===== config.mk =====
export PLATFORM = sky130hd
export DESIGN_NAME = menu_controlador_flat
export DESIGN_NICKNAME = d
export VERILOG_FILES = /design/src/rtl/menu_controlador_if.sv /design/src/rtl/menu_controlador.sv /design/src/flat_wrapper.sv
export SDC_FILE = /design/constraint.sdc
export NUM_CORES = 1
export LEC_CHECK = 0
export BUFFER_PORTS_ARGS = -buffer_cell sky130_fd_sc_hd__buf_2
export CORE_ASPECT_RATIO = 0.5
export CORE_UTILIZATION = 40
export CTS_CLUSTER_SIZE = 40
export DETAILED_ROUTE_END_ITERATION = 8
export SKIP_LAST_GASP = 1
export SYNTH_ARGS = -nofsm -noshare
export SYNTH_HDL_FRONTEND = slang
export SYNTH_SLANG_ARGS = --single-unit

===== constraint.sdc =====
create_clock -name clock -period 2.65 [get_ports clock]
set_clock_uncertainty 0.15 [all_clocks]
set_input_delay 0 -clock clock [delete_from_list [all_inputs] [get_ports clock]]
set_output_delay 0 -clock clock [all_outputs]
set_load 0.05 [all_outputs]

===== src/rtl/menu_controlador_if.sv =====
// rtl/menu_controlador_if.sv - player input pulses and menu outputs of menu_controlador
interface menu_controlador_if;
  logic       inicia_menu;
  logic       right_arrow_pressed;
  logic       left_arrow_pressed;
  logic       enter_pressed;
  logic [2:0] menu_sel;
  logic [3:0] opcao;
  logic       registra_modo;
  logic       registra_bpm;
  logic       registra_tom;
  logic       registra_musicas;
  logic       menu_pronto;
  logic [3:0] db_estado;

  modport master (
    output inicia_menu, right_arrow_pressed, left_arrow_pressed, enter_pressed,
    input  menu_sel, opcao, registra_modo, registra_bpm, registra_tom,
           registra_musicas, menu_pronto, db_estado
  );

  modport slave (
    input  inicia_menu, right_arrow_pressed, left_arrow_pressed, enter_pressed,
    output menu_sel, opcao, registra_modo, registra_bpm, registra_tom,
           registra_musicas, menu_pronto, db_estado
  );
endinterface


===== src/rtl/menu_controlador.sv =====
// rtl/menu_controlador.sv - mode/BPM/key/song configuration sequencer
// Optional inactivity auto-confirm in SEL states: define MENU_TIMEOUT_EN.
module menu_controlador #(
  parameter int MODO       = 4,
  parameter int BPM        = 2,
  parameter int TOM        = 4,
  parameter int MUSICA     = 16,
  parameter int CLOCK_FREQ = 50000000,
  parameter int TIMEOUT_S  = 10
) (
  input logic               clock,
  input logic               reset,
  menu_controlador_if.slave bus
);

  typedef enum logic [3:0] {
    IDLE       = 4'd0,
    SEL_MODO   = 4'd1,
    REG_MODO   = 4'd2,
    SEL_BPM    = 4'd3,
    REG_BPM    = 4'd4,
    SEL_TOM    = 4'd5,
    REG_TOM    = 4'd6,
    SEL_MUSICA = 4'd7,
    REG_MUSICA = 4'd8,
    PRONTO     = 4'd9
  } state_t;

  state_t     state, state_n;
  logic [3:0] opcao_q, opcao_n;
  logic       reg_modo_q, reg_bpm_q, reg_tom_q, reg_mus_q, pronto_q;
  logic       timeout_hit;
  logic       activity;

  function automatic logic is_sel(state_t s);
    return s inside {SEL_MODO, SEL_BPM, SEL_TOM, SEL_MUSICA};
  endfunction

  function automatic logic [3:0] last_opt(state_t s);
    case (s)
      SEL_MODO: return 4'(MODO - 1);
      SEL_BPM:  return 4'(BPM - 1);
      SEL_TOM:  return 4'(TOM - 1);
      default:  return 4'(MUSICA - 1);
    endcase
  endfunction

  function automatic logic [2:0] sel_code(state_t s);
    case (s)
      SEL_MODO, REG_MODO:     return 3'd1;
      SEL_BPM, REG_BPM:       return 3'd2;
      SEL_TOM, REG_TOM:       return 3'd3;
      SEL_MUSICA, REG_MUSICA: return 3'd4;
      PRONTO:                 return 3'd5;
      default:                return 3'd0;
    endcase
  endfunction

  assign activity = bus.right_arrow_pressed | bus.left_arrow_pressed | bus.enter_pressed;

  // Encoding places each REG right after its SEL and each next menu right after the REG.
  always_comb begin
    state_n = state;
    opcao_n = opcao_q;
    case (state)
      IDLE, PRONTO: begin
        if (bus.inicia_menu) begin
          state_n = SEL_MODO;
          opcao_n = 4'd0;
        end
      end
      SEL_MODO, SEL_BPM, SEL_TOM, SEL_MUSICA: begin
        if (bus.inicia_menu) begin
          state_n = SEL_MODO;
          opcao_n = 4'd0;
        end else if (bus.enter_pressed || timeout_hit) begin
          state_n = state_t'(state + 4'd1);
        end else if (bus.right_arrow_pressed && !bus.left_arrow_pressed) begin
          opcao_n = (opcao_q == last_opt(state)) ? 4'd0 : opcao_q + 4'd1;
        end else if (bus.left_arrow_pressed && !bus.right_arrow_pressed) begin
          opcao_n = (opcao_q == 4'd0) ? last_opt(state) : opcao_q - 4'd1;
        end
      end
      REG_MODO, REG_BPM, REG_TOM: begin
        state_n = state_t'(state + 4'd1);
        opcao_n = 4'd0;
      end
      REG_MUSICA: state_n = PRONTO;
      default: begin
        state_n = IDLE;
        opcao_n = 4'd0;
      end
    endcase
  end

  always_ff @(posedge clock or posedge reset) begin
    if (reset) begin
      state      <= IDLE;
      opcao_q    <= 4'd0;
      reg_modo_q <= 1'b0;
      reg_bpm_q  <= 1'b0;
      reg_tom_q  <= 1'b0;
      reg_mus_q  <= 1'b0;
      pronto_q   <= 1'b0;
    end else begin
      state      <= state_n;
      opcao_q    <= opcao_n;
      reg_modo_q <= (state_n == REG_MODO);
      reg_bpm_q  <= (state_n == REG_BPM);
      reg_tom_q  <= (state_n == REG_TOM);
      reg_mus_q  <= (state_n == REG_MUSICA);
      pronto_q   <= (state_n == PRONTO);
    end
  end

`ifdef MENU_TIMEOUT_EN
  localparam longint unsigned TIMEOUT_CYCLES = longint'(CLOCK_FREQ) * longint'(TIMEOUT_S);
  localparam int              CNT_W          = $clog2(TIMEOUT_CYCLES + 1);
  localparam logic [CNT_W-1:0] CNT_LAST      = CNT_W'(TIMEOUT_CYCLES - 1);

  logic [CNT_W-1:0] idle_cnt;

  assign timeout_hit = is_sel(state) && (idle_cnt == CNT_LAST);

  // Restart on any menu change (entry, restart, confirm) or player activity.
  always_ff @(posedge clock or posedge reset) begin
    if (reset)
      idle_cnt <= '0;
    else if (!is_sel(state_n) || state_n != state || activity || bus.inicia_menu)
      idle_cnt <= '0;
    else
      idle_cnt <= idle_cnt + CNT_W'(1);
  end
`else
  assign timeout_hit = 1'b0;
`endif

  assign bus.menu_sel         = sel_code(state);
  assign bus.opcao            = opcao_q;
  assign bus.registra_modo    = reg_modo_q;
  assign bus.registra_bpm     = reg_bpm_q;
  assign bus.registra_tom     = reg_tom_q;
  assign bus.registra_musicas = reg_mus_q;
  assign bus.menu_pronto      = pronto_q;
  assign bus.db_estado        = state;

endmodule


===== src/flat_wrapper.sv =====
// flat-port wrapper written by rule: the top's interface ports become plain ports
module menu_controlador_flat 
#(
  parameter int MODO       = 4,
  parameter int BPM        = 2,
  parameter int TOM        = 4,
  parameter int MUSICA     = 16,
  parameter int CLOCK_FREQ = 50000000,
  parameter int TIMEOUT_S  = 10
)
  (clock, reset, bus_inicia_menu, bus_right_arrow_pressed, bus_left_arrow_pressed, bus_enter_pressed, bus_menu_sel, bus_opcao, bus_registra_modo, bus_registra_bpm, bus_registra_tom, bus_registra_musicas, bus_menu_pronto, bus_db_estado);
  menu_controlador_if bus_i ();
  input logic clock;
  input logic reset;
  input wire logic [$bits(bus_i.inicia_menu)-1:0] bus_inicia_menu;
  input wire logic [$bits(bus_i.right_arrow_pressed)-1:0] bus_right_arrow_pressed;
  input wire logic [$bits(bus_i.left_arrow_pressed)-1:0] bus_left_arrow_pressed;
  input wire logic [$bits(bus_i.enter_pressed)-1:0] bus_enter_pressed;
  output wire logic [$bits(bus_i.menu_sel)-1:0] bus_menu_sel;
  output wire logic [$bits(bus_i.opcao)-1:0] bus_opcao;
  output wire logic [$bits(bus_i.registra_modo)-1:0] bus_registra_modo;
  output wire logic [$bits(bus_i.registra_bpm)-1:0] bus_registra_bpm;
  output wire logic [$bits(bus_i.registra_tom)-1:0] bus_registra_tom;
  output wire logic [$bits(bus_i.registra_musicas)-1:0] bus_registra_musicas;
  output wire logic [$bits(bus_i.menu_pronto)-1:0] bus_menu_pronto;
  output wire logic [$bits(bus_i.db_estado)-1:0] bus_db_estado;
  assign bus_i.inicia_menu = bus_inicia_menu;
  assign bus_i.right_arrow_pressed = bus_right_arrow_pressed;
  assign bus_i.left_arrow_pressed = bus_left_arrow_pressed;
  assign bus_i.enter_pressed = bus_enter_pressed;
  assign bus_menu_sel = bus_i.menu_sel;
  assign bus_opcao = bus_i.opcao;
  assign bus_registra_modo = bus_i.registra_modo;
  assign bus_registra_bpm = bus_i.registra_bpm;
  assign bus_registra_tom = bus_i.registra_tom;
  assign bus_registra_musicas = bus_i.registra_musicas;
  assign bus_menu_pronto = bus_i.menu_pronto;
  assign bus_db_estado = bus_i.db_estado;
  menu_controlador #(.MODO(MODO), .BPM(BPM), .TOM(TOM), .MUSICA(MUSICA), .CLOCK_FREQ(CLOCK_FREQ), .TIMEOUT_S(TIMEOUT_S)) u_core (.clock(clock), .reset(reset), .bus(bus_i));
endmodule

# After elaboration in Yosys (flattened, before gate mapping)
# Memory sizes are Yosys's and may differ from the RTL's.
# Cells that the tools add are included.
[op_classes]
addsub = 3
eq_ne = 18
muxes = 17
n_bitwise = 1
reduce_logical = 11
[op_table]
columns = ["cell", "count"]
rows = [
  ["two-way mux 4 bit", 14],
  ["== test 4 x 3 -> 1 bit, second input constant", 6],
  ["== test 4 bit, second input constant", 4],
  ["one-hot mux 4 bit (4 select lines)", 1],
  ["== test 4 x 2 -> 1 bit, second input constant", 3],
  ["one-hot mux 4 bit (3 select lines)", 1],
  ["adder 4 x 1 -> 4 bit, second input constant", 2],
  ["logical NOT 4 bit", 2],
  ["one-hot mux 4 bit (2 select lines)", 1],
  ["== test 4 x 1 -> 1 bit, second input constant", 1],
  ["== test 4 bit", 1],
  ["inequality test 4 x 2 -> 1 bit, second input constant", 1],
  ["AND reduction 4 bit", 1],
  ["OR reduction 2 bit", 2],
  ["OR reduction 4 bit", 1],
  ["subtractor 4 x 1 -> 4 bit, second input constant", 1],
  ["inequality test 3 bit, second input constant", 1],
  ["OR reduction 3 bit", 1],
  ["logical AND 1 bit", 2],
  ["logical NOT 1 bit", 2],
  ["inequality test 2 bit, second input constant", 1],
  ["inverter 1 bit", 1],
]
[totals]
ff_bits = 13
mem_bits_ro = 48
input_bits = 6
output_inout_bits = 16
elab_cells = 58
memories = 1
[mem_list]
columns = ["name", "words", "width", "rd", "rd_ports_with_merged_regs", "write_ports", "line_no", "rtl"]
rows = [
  ["(no name shown)", 16, 3, 1, 0, 0, "menu_controlador.sv:49", "case (s)"],
]

# Longest topological paths before layout
[logic_depth]
depth_word = 13
mapped_depth = 8
ltp_nobuf = 7

# Worst setup path after synthesis
# Ideal clock, no wire load.
[synth_path]
kind = "reg-to-reg"
start = "reg u_core.state[1] (netlist: u_core.bus.db_estado[1])"
end = "reg u_core.opcao_q[1] (netlist: u_core.bus.opcao[1])"
setup_ps = 122
arrival_time_ps = 2515
t_required_ps = 2378
setup_slack_ps = -136
stages_incl_launch_ff = 8
path_buffers = 0
period_less_slack_ps = 2786
path_cell_list = "dfrtp_1 > inv_1 > ha_1 > nor3_2 > or4_4 > mux2_2 > or3b_1 > a32o_1"
[synth_between]
elab_chain_cells = 13
word_cells_on_any_way = 28
classes_between = "eq/ne (10); mux (12); bitwise (1); reduce/logical (5)"
[synth_rtl]
columns = ["item", "line_no", "rtl"]
rows = [
  ["from (decl)", "menu_controlador.sv:29", "state_t state, state_n;"],
  ["from (signal assigned)", "menu_controlador.sv:106", "state <= state_n;"],
  ["== test 4 x 1 -> 1 bit or == test 4 x 3 -> 1 bit (tied branches)", "n/a", ""],
  ["OR reduction 2 bit (no source line)", "n/a", ""],
  ["one-hot mux 4 bit (2 select lines)", "menu_controlador.sv:40", "case (s)"],
  ["two-way mux 4 bit", "menu_controlador.sv:78", "end else if (bus.right_arrow_pressed && !bus.left_arrow_pressed) begin"],
  ["two-way mux 4 bit", "menu_controlador.sv:76", "end else if (bus.enter_pressed || timeout_hit) begin"],
  ["two-way mux 4 bit", "menu_controlador.sv:73", "if (bus.inicia_menu) begin"],
  ["two-way mux 4 bit", "menu_controlador.sv:65", "case (state)"],
  ["== test 4 bit", "menu_controlador.sv:79", "opcao_n = (opcao_q == last_opt(state)) ? 4'd0 : opcao_q + 4'd1;"],
  ["two-way mux 4 bit", "menu_controlador.sv:79", ""],
  ["two-way mux 4 bit", "menu_controlador.sv:78", ""],
  ["two-way mux 4 bit", "menu_controlador.sv:76", ""],
  ["two-way mux 4 bit", "menu_controlador.sv:73", ""],
  ["one-hot mux 4 bit (3 select lines)", "menu_controlador.sv:65", ""],
  ["to (signal assigned)", "menu_controlador.sv:107", "opcao_q <= opcao_n;"],
  ["to (decl)", "menu_controlador.sv:30", "logic [3:0] opcao_q, opcao_n;"],
]
# Parallel ways exist; a longest one is shown, timed or not. The select of a mux whose other input is x is not followed.
# A chain may end at the register's enable or synchronous reset.

# Final worst setup path
# Same ends and word-level chain as after synthesis.

==> impl_metrics.json <==
{
  "dieArea_sq_um": 2970,
  "synth.avg_cell_area_sq_um": 9.06,
  "layout-area-overhead-vs-synth_pct": 21.0,
  "rsz0062_at_grt": "false",
  "yosysSeqAreaShare_pct": 29.7,
  "wl_per_cell_um": 14.2,
  "grt_pass1_vias": 896,
  "cts-root-buf": "clkbuf_8",
  "mappedNetlistArea_sq_um": 1100,
  "finish.utilization_pct": 55.2,
  "vdd_drop_max_mv": 0.567,
  "cp.arrival_ns": 2.51,
  "drv_cap": 0,
  "min_to": "u_core.bus.opcao[3]",
  "required_ns": 2.62,
  "diodes": 0,
  "final.setup.worst_slack_ns": 0.113,
  "die-width_um": 76.0,
  "synth_edf_count": 0,
  "port_buffers": 21,
  "intPower_uw": 652,
  "h-tree-depth": 1,
  "tightest_slew_ns": 0.508,
  "drc": 0,
  "wl_mm": 2.57,
  "grt_util_all_layers_pct": 19.2,
  "grt_max_degree": 14,
  "r2r_end": "u_core.bus.opcao[1]",
  "start_kind": "flop",
  "num_vias": 1026,
  "layout.nets": 163,
  "power_leakage_uw": 0.000635,
  "clk_latency_ns": 0.24,
  "cts.clk_slew.worst_paths_ns": 0.05,
  "power.density_nw_per_um2": 993,
  "cp_cell_sequence": "inv_2 > ha_2 > nor3_2 > or4_4 > mux2_2 > or3b_1 > a32o_1",
  "hold_viol": 0,
  "fin_crit_ns": 2.54,
  "tns_ns": 0,
  "status": "finished, final reports clean",
  "dp_hpwl_mm": 1.88,
  "nFillCells": 227,
  "finalWeightedCongestion": 0.880,
  "drive_gt1_share_pct": 29.5,
  "cts_tree": "built",
  "synth.net_count": 137,
  "yosys_warnings": 0,
  "worst_path_largest_cell_delay_ns": 0.50,
  "clkSinkCount": 13,
  "initial_core_util_pct": 45.6,
  "firstDrtPassIters": 4,
  "ctsLongestPathBuffers": 2,
  "hp-start": "bus_enter_pressed",
  "num_rows": 12,
  "netlist-cell-type-count": 40,
  "synth_cells": 121,
  "post-place-ws_ns": 0.0805,
  "synth_top_flop_cell": "dfrtp_1",
  "drtAntennaViolNets": 0,
  "path_max_fanout": 7,
  "cp_slowest_cell": "or4_4",
  "setup.worst_path.class": "reg2reg",
  "p_switching_uw": 665,
  "antenna_found_initial": 0,
  "share_comb_of_total_power_pct": 64.3,
  "share_seq_of_total_power_pct": 22.9,
  "reg2reg_slack_ns": 0.11,
  "r2r_cells": 7,
  "cp-end-kind": "flop",
  "cts_setup_buffers": 0,
  "fin_crit_sh_pct": 95.7,
  "timing.rr.start": "u_core.bus.db_estado[1]",
  "die_y_um": 39.0,
  "relSlewSlack_pct": 66.1,
  "power_uw": 1320,
  "fmax_mhz": 394,
  "io_pins": 22,
  "grt_pass1_wl_mm": 4.31,
  "drv_slew": 0,
  "post_drt_via_cell_ratio": 5.67,
  "drt_iter0_drc": 45,
  "setup_violations": 0,
  "dp_cells": 176,
  "ys_ff_latch": 13,
  "whs_path_depth": 4,
  "coreArea_sq_um": 2400,
  "async_flop_share_pct": 100,
  "cts_buffers": 3,
  "hp-class": "in2reg",
  "clkPwrFrac_pct": 12.8,
  "p_sw_share_pct": 50.5,
  "grt_overflow": 0,
  "final_cells": 181
}
power by group through the flow:
stage	clock, uW	combinational, uW	sequential, uW
finish	169	846	302
global route	185	928	309
CTS	177	829	299
detailed placement	0	823	302
global placement	0	831	302
floorplan	0	523	416
worst max-delay path, delay by kind of cell, from the launching register on:
family,cells,cell delay [ns]
compound gates,1,0.26
mux,1,0.27
flops,1,0.45
fa+ha+maj,1,0.24
simple gates,3,0.94
buf+inv,1,0.12
per-layer routing:
| layer | part of all wire, % | global-route usage [%] |
|---|---|---|
| met4 | 0 | 1.44 |
| met2 | 45 | 32.5 |
| met3 | 5.9 | 4.94 |
| met5 | 0 | 0 |
| met1 | 49 | 26.0 |
worst max-delay path by stage:
stage,slack [ns],to,start,depth (start not counted)
after floorplan,0.04,u_core.bus.opcao[1],u_core.bus.db_estado[1],7
after global placement,0.13,u_core.bus.opcao[1],u_core.bus.db_estado[1],7
after detailed placement,0.08,u_core.bus.opcao[1],u_core.bus.db_estado[1],7
after CTS,0.07,u_core.bus.opcao[1],u_core.bus.db_estado[1],7
after global routing,0.02,u_core.bus.opcao[1],u_core.bus.db_estado[1],7
final,0.11,u_core.bus.opcao[1],u_core.bus.db_estado[1],7
Yosys cell counts, types with 2 or more instances:
cell type	count	share of area, %
a21o_1	2	1.4
a211oi_1	3	2.1
buf_2	2	0.91
nor2_1	4	1.4
clkbuf_1	4	1.4
nor2b_1	6	3.4
o31ai_1	3	2.1
o21ai_1	2	0.91
dfrtp_1	13	30
inv_1	12	4.1
nand3_1	2	0.91
ha_1	10	11
a32o_1	3	2.7
nand2_1	5	1.7
mux2i_1	3	2.7
o211ai_1	2	1.4
nor4b_1	4	3.2
a21oi_1	5	2.3
a22o_1	3	2.4
o21ai_0	10	4.6
mux2_2	3	3.1
nand3b_1	2	1.4
final cells by class:
type / count / area [sq um] / share of cell area, %
multi-input cells: 90 / 712 / 53.7
repair buffers: 27 / 153 / 11.5
inverters: 12 / 45.0 / 3.40
well taps: 35 / 43.8 / 3.30
clock buffers: 4 / 45.0 / 3.40
flip-flops and latches: 13 / 328 / 24.7
flip-flops by register name, summed over array words and instances (netlist names):
| signal | cells |
|---|---|
| u_core.bus.db_estado | 4 |
| u_core.bus.menu_pronto | 1 |
| u_core.bus.opcao | 4 |
| u_core.bus.registra_bpm | 1 |
| u_core.bus.registra_modo | 1 |
| u_core.bus.registra_musicas | 1 |
| u_core.bus.registra_tom | 1 |
placed cells by master, fill, tap and decap left out, types with 3 or more instances in the layout:
| master | synthesis | routed |
|---|---|---|
| inv_1 | 12 | 11 |
| ha_1 | 10 | 9 |
| a21oi_1 | 5 | 5 |
| clkbuf_8 | 0 | 3 |
| o21ai_0 | 10 | 10 |
| buf_2 | 2 | 21 |
| nand2_1 | 5 | 5 |
| dfrtp_1 | 13 | 11 |
| buf_4 | 0 | 5 |
| o31ai_1 | 3 | 3 |
| nor2_1 | 4 | 4 |
| a22o_1 | 3 | 3 |
| nor2b_1 | 6 | 6 |
| nor4b_1 | 4 | 4 |
| a32o_1 | 3 | 3 |
| mux2_2 | 3 | 3 |
| mux2i_1 | 3 | 3 |
cell families (layout without fill, tap and decap cells):
logic type,Yosys count,count (layout),share of synthesized area [%]
compound gates,41,41,27.1
simple gates,33,33,19.6
buf+inv,18,43,6.39
flops,13,13,29.7
fa+ha+maj,10,10,11.4
mux,6,6,5.82
through the flow:
step,hold slack [ns],instance area [sq um]
after detailed placement,-0.102,1260
after global placement,-0.109,1260
after CTS,0.0865,1320
after global routing,0.122,1330
after floorplan,-0.273,1100
final,0.0866,1330
timing repair:
action,CTS,global route
endpoints found under the setup margin,0,5
hold buffers,1,0
endpoints found under the hold margin,13,0
gates resized for setup,0,3
(Power assumes the default switching activity.)
